===== config.mk =====
export PLATFORM = sky130hd
export DESIGN_NAME = bcd_convert_seq_flat
export DESIGN_NICKNAME = d
export VERILOG_FILES = /design/src/rtl/bcd_pkg.sv /design/src/rtl/bcd_convert_seq_if.sv /design/src/rtl/bcd_add3.sv /design/src/rtl/bcd_convert_seq.sv /design/src/flat_wrapper.sv
export SDC_FILE = /design/constraint.sdc
export NUM_CORES = 1
export LEC_CHECK = 0
export CORE_MARGIN = 2
export CORE_UTILIZATION = 35
export CTS_BUF_LIST = sky130_fd_sc_hd__clkbuf_8
export CTS_CLUSTER_SIZE = 25
export DETAILED_ROUTE_END_ITERATION = 12
export PLACE_DENSITY = 0.6
export SLEW_MARGIN = 30
export SYNTH_ARGS = -nofsm -noshare
export SYNTH_HDL_FRONTEND = slang
export SYNTH_HIERARCHICAL = 1
export SYNTH_SLANG_ARGS = --single-unit

===== constraint.sdc =====
create_clock -name clk -period 1.6 [get_ports clk]
set_clock_uncertainty 0.1 [all_clocks]
set_input_delay 0.24 -clock clk [delete_from_list [all_inputs] [get_ports clk]]
set_output_delay 0.24 -clock clk [all_outputs]
set_load 0.02 [all_outputs]

===== src/rtl/bcd_pkg.sv =====
// Shared constants and FSM state type for the sequential binary-to-BCD converter.
package bcd_pkg;

    localparam int BCD_W      = 4;
    localparam int DEF_WIDTH  = 8;
    localparam int DEF_DIGITS = 3;

    typedef enum logic [1:0] {
        IDLE  = 2'd0,
        SHIFT = 2'd1,
        DONE  = 2'd2
    } state_e;

endpackage


===== src/rtl/bcd_convert_seq_if.sv =====
// Start/ready/done handshake and data bus between the capture logic and the BCD converter.
interface bcd_convert_seq_if #(
    parameter int WIDTH  = bcd_pkg::DEF_WIDTH,
    parameter int DIGITS = bcd_pkg::DEF_DIGITS
);

    logic                        start;
    logic [WIDTH-1:0]            bin;
    logic                        ready;
    logic                        done;
    logic [bcd_pkg::BCD_W*DIGITS-1:0] bcd;

    modport master (output start, output bin, input ready, input done, input bcd);
    modport slave  (input start, input bin, output ready, output done, output bcd);

endinterface


===== src/rtl/bcd_add3.sv =====
// Double-dabble digit corrector: adds 3 to any BCD digit of 5 or more before the shift.
module bcd_add3
    import bcd_pkg::*;
(
    input  logic [BCD_W-1:0] i_digit,
    output logic [BCD_W-1:0] o_digit
);

    assign o_digit = (i_digit >= BCD_W'(5)) ? i_digit + BCD_W'(3) : i_digit;

endmodule


===== src/rtl/bcd_convert_seq.sv =====
// Sequential shift-and-add-3 converter: one input bit per clock, result held until the next conversion.
module bcd_convert_seq
    import bcd_pkg::*;
#(
    parameter int WIDTH  = DEF_WIDTH,
    parameter int DIGITS = DEF_DIGITS
) (
    input  logic clk,
    input  logic reset,
    bcd_convert_seq_if.slave bus
);

    localparam int CNT_W = (WIDTH > 1) ? $clog2(WIDTH) : 1;
    localparam int BCD_TOTAL = BCD_W * DIGITS;

    state_e                 r_state;
    logic [WIDTH-1:0]       r_shift;
    logic [BCD_TOTAL-1:0]   r_digits;
    logic [BCD_TOTAL-1:0]   r_bcd;
    logic [CNT_W-1:0]       r_cnt;
    logic                   r_done;

    logic [BCD_TOTAL-1:0]   w_corr;
    logic [BCD_TOTAL-1:0]   w_next_digits;
    logic [WIDTH-1:0]       w_next_shift;

    for (genvar g = 0; g < DIGITS; g++) begin : g_add3
        bcd_add3 u_add3 (
            .i_digit (r_digits[g*BCD_W +: BCD_W]),
            .o_digit (w_corr[g*BCD_W +: BCD_W])
        );
    end

    // Corrected digits and the binary shift register move left together as one long word.
    assign w_next_digits = {w_corr[BCD_TOTAL-2:0], r_shift[WIDTH-1]};
    assign w_next_shift  = {r_shift[WIDTH-2:0], 1'b0};

    // NOTE: non-blocking assignments so every register samples pre-edge values, matching flop behaviour.
    always_ff @(posedge clk) begin
        if (reset) begin
            r_state  <= IDLE;
            r_shift  <= '0;
            r_digits <= '0;
            r_bcd    <= '0;
            r_cnt    <= '0;
            r_done   <= 1'b0;
        end else begin
            case (r_state)
                IDLE: begin
                    if (bus.start) begin
                        r_shift  <= bus.bin;
                        r_digits <= '0;
                        r_cnt    <= CNT_W'(WIDTH - 1);
                        r_state  <= SHIFT;
                    end
                end
                SHIFT: begin
                    r_digits <= w_next_digits;
                    r_shift  <= w_next_shift;
                    r_cnt    <= r_cnt - 1'b1;
                    if (r_cnt == '0) begin
                        r_bcd   <= w_next_digits;
                        r_done  <= 1'b1;
                        r_state <= DONE;
                    end
                end
                DONE: begin
                    r_done  <= 1'b0;
                    r_state <= IDLE;
                end
                default: begin
                    r_done  <= 1'b0;
                    r_state <= IDLE;
                end
            endcase
        end
    end

    assign bus.ready = (r_state == IDLE);
    assign bus.done  = r_done;
    assign bus.bcd   = r_bcd;

endmodule


===== src/flat_wrapper.sv =====
// flat-port wrapper written by rule: the top's interface ports become plain ports
module bcd_convert_seq_flat import bcd_pkg::*;
#(
    parameter int WIDTH  = DEF_WIDTH,
    parameter int DIGITS = DEF_DIGITS
)
  (clk, reset, bus_start, bus_bin, bus_ready, bus_done, bus_bcd);
  bcd_convert_seq_if #(.WIDTH(WIDTH), .DIGITS(DIGITS)) bus_i ();
  input  logic clk;
  input  logic reset;
  input wire logic [$bits(bus_i.start)-1:0] bus_start;
  input wire logic [$bits(bus_i.bin)-1:0] bus_bin;
  output wire logic [$bits(bus_i.ready)-1:0] bus_ready;
  output wire logic [$bits(bus_i.done)-1:0] bus_done;
  output wire logic [$bits(bus_i.bcd)-1:0] bus_bcd;
  assign bus_i.start = bus_start;
  assign bus_i.bin = bus_bin;
  assign bus_ready = bus_i.ready;
  assign bus_done = bus_i.done;
  assign bus_bcd = bus_i.bcd;
  bcd_convert_seq #(.WIDTH(WIDTH), .DIGITS(DIGITS)) u_core (.clk(clk), .reset(reset), .bus(bus_i));
endmodule

After elaboration in Yosys (flattened, before gate mapping)
Index checks and enable logic that the tools add are counted.
- input bits: 11
- logic and storage cells: 38
- register bits: 38
- bitwise gates (word level): 1
- multiplexer cells: 14
- $lt $le $gt $ge: 3
- eq/ne operators: 3
- add/sub/neg operators: 4
- reduce and logical (&&, ||, !) cells: 7
- operators by type and width (kind ; number):
    12-bit case mux with 2 select lines ; 1
    8-bit case mux with 2 select lines ; 1
    4-bit by 3-bit >= comparator with 1-bit output, second input constant ; 3
    12-bit two-way mux ; 1
    4-bit by 2-bit adder with 4-bit output, second input constant ; 2
    4-bit two-way mux ; 2
    8-bit two-way mux ; 1
    2-bit AND reduction ; 4
    3-bit two-way mux ; 2
    3-bit case mux with 2 select lines ; 1
    2-bit two-way mux ; 2
    2-bit case mux with 2 select lines ; 1
    3-bit by 2-bit adder with 3-bit output, second input constant ; 1
    3-bit zero test ; 1
    3-bit by 1-bit subtractor with 3-bit output, second input constant ; 1
    2-bit by 1-bit equality test with 1-bit output, second input constant ; 1
    2-bit zero test ; 1
    2-bit by 1-bit != test with 1-bit output, second input constant ; 1
    2-bit != test, second input constant ; 1
    1-bit case mux with 2 select lines ; 1
    2-bit nonzero test ; 1
    1-bit two-way mux ; 1
    1-bit NOT ; 1

Longest topological paths before layout
Gate-level depths: netlist of run 1.
- depth after elaboration: 3
- gate-level depth with buffers: 6
- mapped depth without buffers: 6

Modules after synthesis
The synthesis of run 1 kept the hierarchy.
- by module, submodules not included (module ; instances ; cells each ; seq. area each (sq um) ; area an instance (sq um)):
    bcd_convert_seq ; 1 ; 134 ; 760.7 ; 1461.4
    bcd_add3 ; 3 ; 16 ; 0.0 ; 101.3

Worst setup path after synthesis of run 1
Ideal clock, no wire load.
- path kind: flip-flop to flip-flop
- from: register u_core.r_cnt[0]
- to: register u_core.r_bcd[11] (netlist: u_core/bus.bcd[11])
- data arrival time: 1.244 ns
- path slack: 0.140 ns
- stages on the path, launching flop included: 7
- library setup time: 0.117 ns
- buffers on the path: 1
- required time: 1.383 ns
- path through: dfxtp_1 inv_1 ha_1 and3b_2 and3_4 buf_6 a22o_1
- cells in the longest elaborated chain, start to end: 2
- RTL lines (what ; line ; RTL):
    start, declared ; bcd_convert_seq.sv:20 ; logic [CNT_W-1:0] r_cnt;
    start signal, assigned ; bcd_convert_seq.sv:53 ; r_cnt <= CNT_W'(WIDTH - 1);
    start signal, assigned ; bcd_convert_seq.sv:60 ; r_cnt <= r_cnt - 1'b1;
    3-bit zero test ; bcd_convert_seq.sv:61 ; if (r_cnt == '0) begin
    2-bit AND reduction (no line) ; - ;
    end signal, assigned ; bcd_convert_seq.sv:62 ; r_bcd <= w_next_digits;
    end, declared ; bcd_convert_seq.sv:19 ; logic [BCD_TOTAL-1:0] r_bcd;
Every way passes these cells.
A chain may end at the register's enable or synchronous reset.

Final worst setup path of run 1
- from: register u_core.r_state[0]
- to: output bus_ready
- cells in the longest elaborated chain, start to end: 1
- RTL lines (what ; line ; RTL):
    start, declared ; bcd_convert_seq.sv:16 ; state_e r_state;
    start signal, assigned ; bcd_convert_seq.sv:41 ; r_state <= IDLE;
    start signal, assigned ; bcd_convert_seq.sv:54 ; r_state <= SHIFT;
    start signal, assigned ; bcd_convert_seq.sv:64 ; r_state <= DONE;
    2-bit zero test ; bcd_convert_seq.sv:79 ; assign bus.ready = (r_state == IDLE);
    end, declared ; flat_wrapper.sv:13 ; output wire logic [$bits(bus_i.ready)-1:0] bus_ready;
Every way passes these cells.

==> run metrics, run 1 <==
synthesized cell area 1750 sq um; io pins 25; maxcap violations 0; area of the multi-input gates 898 sq um; clock-pin slew on the worst setup and hold paths 0.08 ns; critical path cell sequence nor2_1 -> dlygate4sd2_1; FF/Latch Area 764 sq um; Final nets 235; Vert. Die Dim 74.6 um; flop-to-flop setup slack 0.11 ns; largest net degree at the start of global routing 14; Synth Net Count 197; Critical Path RT 1.26 ns; critical path launch point u_core/r_state[0]; pwr dens 930 nW/um^2; Final Hold Fails 0; hold crit path type register to register; Worst-Skew Late Latency 0.30 ns; clk sinks 38; layout cell share with drive strength beyond 1 0.244; CORE AREA 4750 sq um; Via-to-Cell Ratio 4.95; initial antenna violation count 0; Slowest-stage cell, CP dfxtp_1; Horiz. Die Dim 74.6 um; Worst R2R Path Depth 6; via count of the first global-routing pass 1339; Tot GR Track Use 0.146; worst-margin pin slew 0.506 ns; R2R Path End u_core/r_digits[6]; Max IR drop VDD 0.658 mV; CTS Hold Bufs 0; type of origin of the critical path register; mean cell area of the mapped netlist 9.81 sq um; residual DRC count 0; CTS HTree Levels 2; CP max FO 5; clock root cell clkbuf_8; TritonRoute pass-1 iters 4; diode count 0; wire length per cell 12.6 um; placed cell area 2110 sq um; Post-Syn Instances 178; initial DRC count 34; Peak Freq 657 MHz; CTS tree done; Rel. slew slack 0.662; critical path class register to output port; CTS Buf Count 5; Final Hold Slack 0.376 ns; area grow syn2layout 32.5%; DP HPWL 2.51 mm; Static Leak 0.00112 uW; crit path capture type output port; worst setup path end bus_ready; Final GP Congestion 0.772; Total Routed Length 3.57 mm; Longest Clk Path Bufs 2; outcome complete, no violations; port bufs 24; global-route wire length before repair 6.11 mm; starting density of the core 0.367; final setup vio count 0; warnings from Yosys 6; site row count 25; Reg-to-Reg Start u_core/r_digits[5]; CP max stage delay 0.38 ns; Final Cycle Share 0.951; fillers 474; vias 1405; final instance area 2310 sq um; grt ovf 0; Final Critical Period 1.52 ns; RSZ-0062 raised after global routing false; Final ANT Viol Nets 0; Pins Over Slew Limit 0; Die Area 5570 sq um; Critical Path AT 1.18 ns
==> layer usage <==
metal,track usage,routed length [um],vias up
li1,-,-,712
met1,0.185,1690,664
met2,0.238,1710,24
met3,0.0361,128,5
met4,0.0595,45,0
met5,0,0,-
==> placed cells by master, fill, tap and decap left out, types with 5 or more instances in the layout <==
cell type and instances:
o21ai_0 5, a22o_1 21, nor2_1 15, dfxtp_1 35, dlymetal6s2s_1 11, ha_1 6, clkdlybuf4s50_1 10, a21oi_1 9
clkbuf_8 5, inv_1 13, nand2_1 12, buf_4 15
==> state kept, by name (all words and copies together) (netlist names) <==
register	cells
u_core/r_cnt	3
u_core/r_state	2
u_core/bus.done	1
u_core/r_digits	12
u_core/r_shift	8
u_core/bus.bcd	12
==> final cells by class <==
type                       count  share of cell area
clock inverter                 3              0.0195
tap                           67              0.0362
timing repair buffer          40               0.171
inverter                      15              0.0243
clock buffer                   5              0.0297
sequential                    38               0.330
multi-input combinational    116               0.388
==> power breakdown <==
| part | total, uW | switching, uW | internal [uW] | leakage, uW |
|---|---|---|---|---|
| Sequential | 1020 | 34.3 | 987 | 0.000311 |
| Clock | 835 | 371 | 464 | 0.0000504 |
| Combinational | 294 | 144 | 150 | 0.000758 |
| Total | 2150 | 550 | 1600 | 0.00112 |
==> how the worst min path moves through the flow <==
stage / start / depth (start not counted) / slack, ns / endpoint
after floorplan: reset / 3 / 0.31 / u_core/r_shift[3]
after global placement: u_core/r_digits[9] / 1 / 0.36 / u_core/r_digits[9]
after detailed placement: u_core/r_digits[9] / 1 / 0.36 / u_core/r_digits[9]
after CTS: u_core/r_digits[9] / 1 / 0.38 / u_core/r_digits[9]
after global routing: u_core/bus.bcd[6] / 1 / 0.39 / u_core/bus.bcd[6]
final: u_core/bus.bcd[11] / 1 / 0.38 / u_core/bus.bcd[11]
==> critical path, delay by kind of cell, from the launching register on <==
kind	cells	cell delay, ns
flip-flops	1	0.38
buffers and inverters	1	0.35
AND/OR/NAND/NOR	1	0.16
==> stage by stage <==
| stage | setup slack (ns) | util | TNS (ns) | total power [uW] | cells |
|---|---|---|---|---|---|
| 5_1_grt | 0.00672 | 0.487 | 0 | 2260 | 284 |
| 2_1_floorplan | 0.140 | - | 0 | 1220 | 178 |
| 4_1_cts | 0.00171 | 0.468 | 0 | 2160 | 283 |
| 6_report | 0.0781 | 0.487 | 0 | 2150 | 284 |
| 3_5_place_dp | -0.237 | 0.443 | -5.60 | 1320 | 275 |
| 3_3_place_gp | -0.202 | 0.443 | -4.94 | 1320 | 275 |
==> what timing repair did <==
item | in CTS | in global routing
buffers inserted | 0 | 1
endpoints found under the hold margin | 0 | 0
setup endpoints to repair | 27 | 28
pin swaps | 0 | 5
cloned | 0 | 0
gates resized for setup | 5 | 22
Note: power is estimated with default switching activity, not from simulation.
==> inputs of run 2 (changes only) <==
CAP_MARGIN = 20   (was unset)
==> results of run 2 <==
The final DEF is identical to that of run 1; final timing and power are the same.
==> RTL change (config.mk and constraints of run 1) <==
Change the package constant `DEF_DIGITS` from 3 to 2.
--- a/src/rtl/bcd_pkg.sv
+++ b/src/rtl/bcd_pkg.sv
@@ -3,7 +3,7 @@
 
     localparam int BCD_W      = 4;
     localparam int DEF_WIDTH  = 8;
-    localparam int DEF_DIGITS = 3;
+    localparam int DEF_DIGITS = 2;
 
     typedef enum logic [1:0] {
         IDLE  = 2'd0,
Ports: changed (resized bus_bcd); port bits go from 25 to 21. The function was not compared with the original's and may differ.
==> RTL change against run 1 <==
Setup slack got worse by 0.054 ns; power shrank 25%; sequential cell count shrank 8; final area is 23% lower; sequential power fell by 21%; cell count decreased by 19%; synthesized area decreased by 22%; critical path type is now reg -> reg; routed wire length shrank 21%; largest power group unchanged.
==> RTL change: results (changes against run 1) <==
====================================================================================================
Max rail drop VDD                                                                          0.4993 mV   was 0.6583 mV
Layout net count                                                                                 199   was 235
Arrival time of data at the critical path endpoint                                           1.69 ns   was 1.18 ns
Crit path from                                                                          u_core/r_digits[1]$_SDFFE_PP0P_   was u_core/r_state[0]$_SDFFE_PP0P_
Switching power of the nets                                                                0.4010 mW   was 0.5497 mW
RR Endpoint                                                                             u_core/bus.bcd[2]$_SDFFE_PP0P_   was u_core/r_digits[6]$_SDFFE_PP0P_
Worst slack at placement                                                                 -0.05310 ns   was -0.2369 ns
Sequential cell area                                                                      604.3 um^2   was 764.5 um^2
Maximum number of pins on one net before global-route repair                                      17   was 14
Transition time at the pin with the least slew margin                                      0.3583 ns   was 0.5063 ns
Number of combinational gates with multiple inputs                                               108   was 116
Full die area                                                                              4420 um^2   was 5568 um^2
Hold_sp                                                                                 u_core/bus.bcd[1]$_SDFFE_PP0P_   was u_core/bus.bcd[11]$_SDFFE_PP0P_
Max Fanout on Critical Path                                                                        3   was 5
Starting DRC count in detailed routing                                                            29   was 34
Wire length of the first global-routing pass                                                 4795 um   was 6113 um
Hold slack                                                                                 0.3560 ns   was 0.3757 ns
P_leak                                                                                     0.7126 nW   was 1.119 nW
Post-place instance area                                                                   1652 um^2   was 2106 um^2
Number of global-route vias before repair                                                      1,152   was 1,339
Share of post-route cells with drive strength above 1                                         0.1768   was 0.2442
Clock buffer count                                                                                 6   was 5
Final period utilization                                                                      0.9852   was 0.9512
Area used by multi-input combinational logic                                              723.2 um^2   was 898.4 um^2
Total of buffers placed on input and output ports                                                 20   was 24
Post-Synthesis Cells                                                                             153   was 178
Number of flip-flops and latches                                                                  30   was 38
Placed Cells incl. Taps                                                                          223   was 275
Buffer count excluding the clock tree in the final layout                                         30   was 40
Fillcell total                                                                                   381   was 474
Number of non-clock inverters                                                                      7   was 15
Result of the run                                                                          completed   unchanged
Clock-pin slew reported for the worst setup and hold paths after clock tree synthesis        0.06 ns   was 0.08 ns
Kind of critical path                                                                     reg -> reg   was reg -> out
Final std cells w/o fill                                                                         229   was 284
Clk_lat worst skew                                                                           0.28 ns   was 0.30 ns
Worst hold stages                                                                                  2   was 1
Total number of vias                                                                           1,151   was 1,405
Slowest cell delay on critical path                                                          0.34 ns   was 0.38 ns
Worst Reg-to-Reg Cells                                                                             7   was 6
Clock root buffer                                                                       sky130_fd_sc_hd__clkbuf_8   unchanged
Wire length after detailed routing                                                           2809 um   was 3574 um
Worst reg2reg setup slack                                                                    0.02 ns   was 0.11 ns
Last weighted congestion value of the routability-driven placer                               0.8006   was 0.7723
ClkCell Share                                                                                0.04658   was 0.04922
Endpoint with the worst hold slack                                                      u_core/bus.bcd[1]$_SDFFE_PP0P_   was u_core/bus.bcd[11]$_SDFFE_PP0P_
====================================================================================================
[RTL change: cell types whose count changed in the layout (fill, tap and decap cells not counted), sizes merged, moves of 7 or more]
| cell | delta |
|---|---|
| nand2 | +22 |
| dlymetal6s2s | -10 |
| clkdlybuf4s50 | +8 |
| dfxtp | -8 |
| inv | -8 |
| nor2 | -8 |
| a22o | -7 |
[RTL change: power groups by stage]
stage	combinational (mW)	clock, mW	sequential (mW)
after global routing	0.250	0.644	0.807
after global placement	0.219	0	0.818
after CTS	0.225	0.616	0.802
final	0.227	0.592	0.803
after floorplan	0.145	0	0.818
after detailed placement	0.224	0	0.819
[RTL change: routing by layer]
layer	wire, um	vias to the layer above	GRT usage
met2	1460	17	0.2488
met5	0	-	0
met1	1200	542	0.1576
met4	46	0	0.06378
li1	-	585	-
met3	102	7	0.05574
[RTL change: repair_timing]
item	4_1_cts	5_1_grt
endpoints found under the setup margin	3	14
pin swaps	1	2
resized for setup	5	9
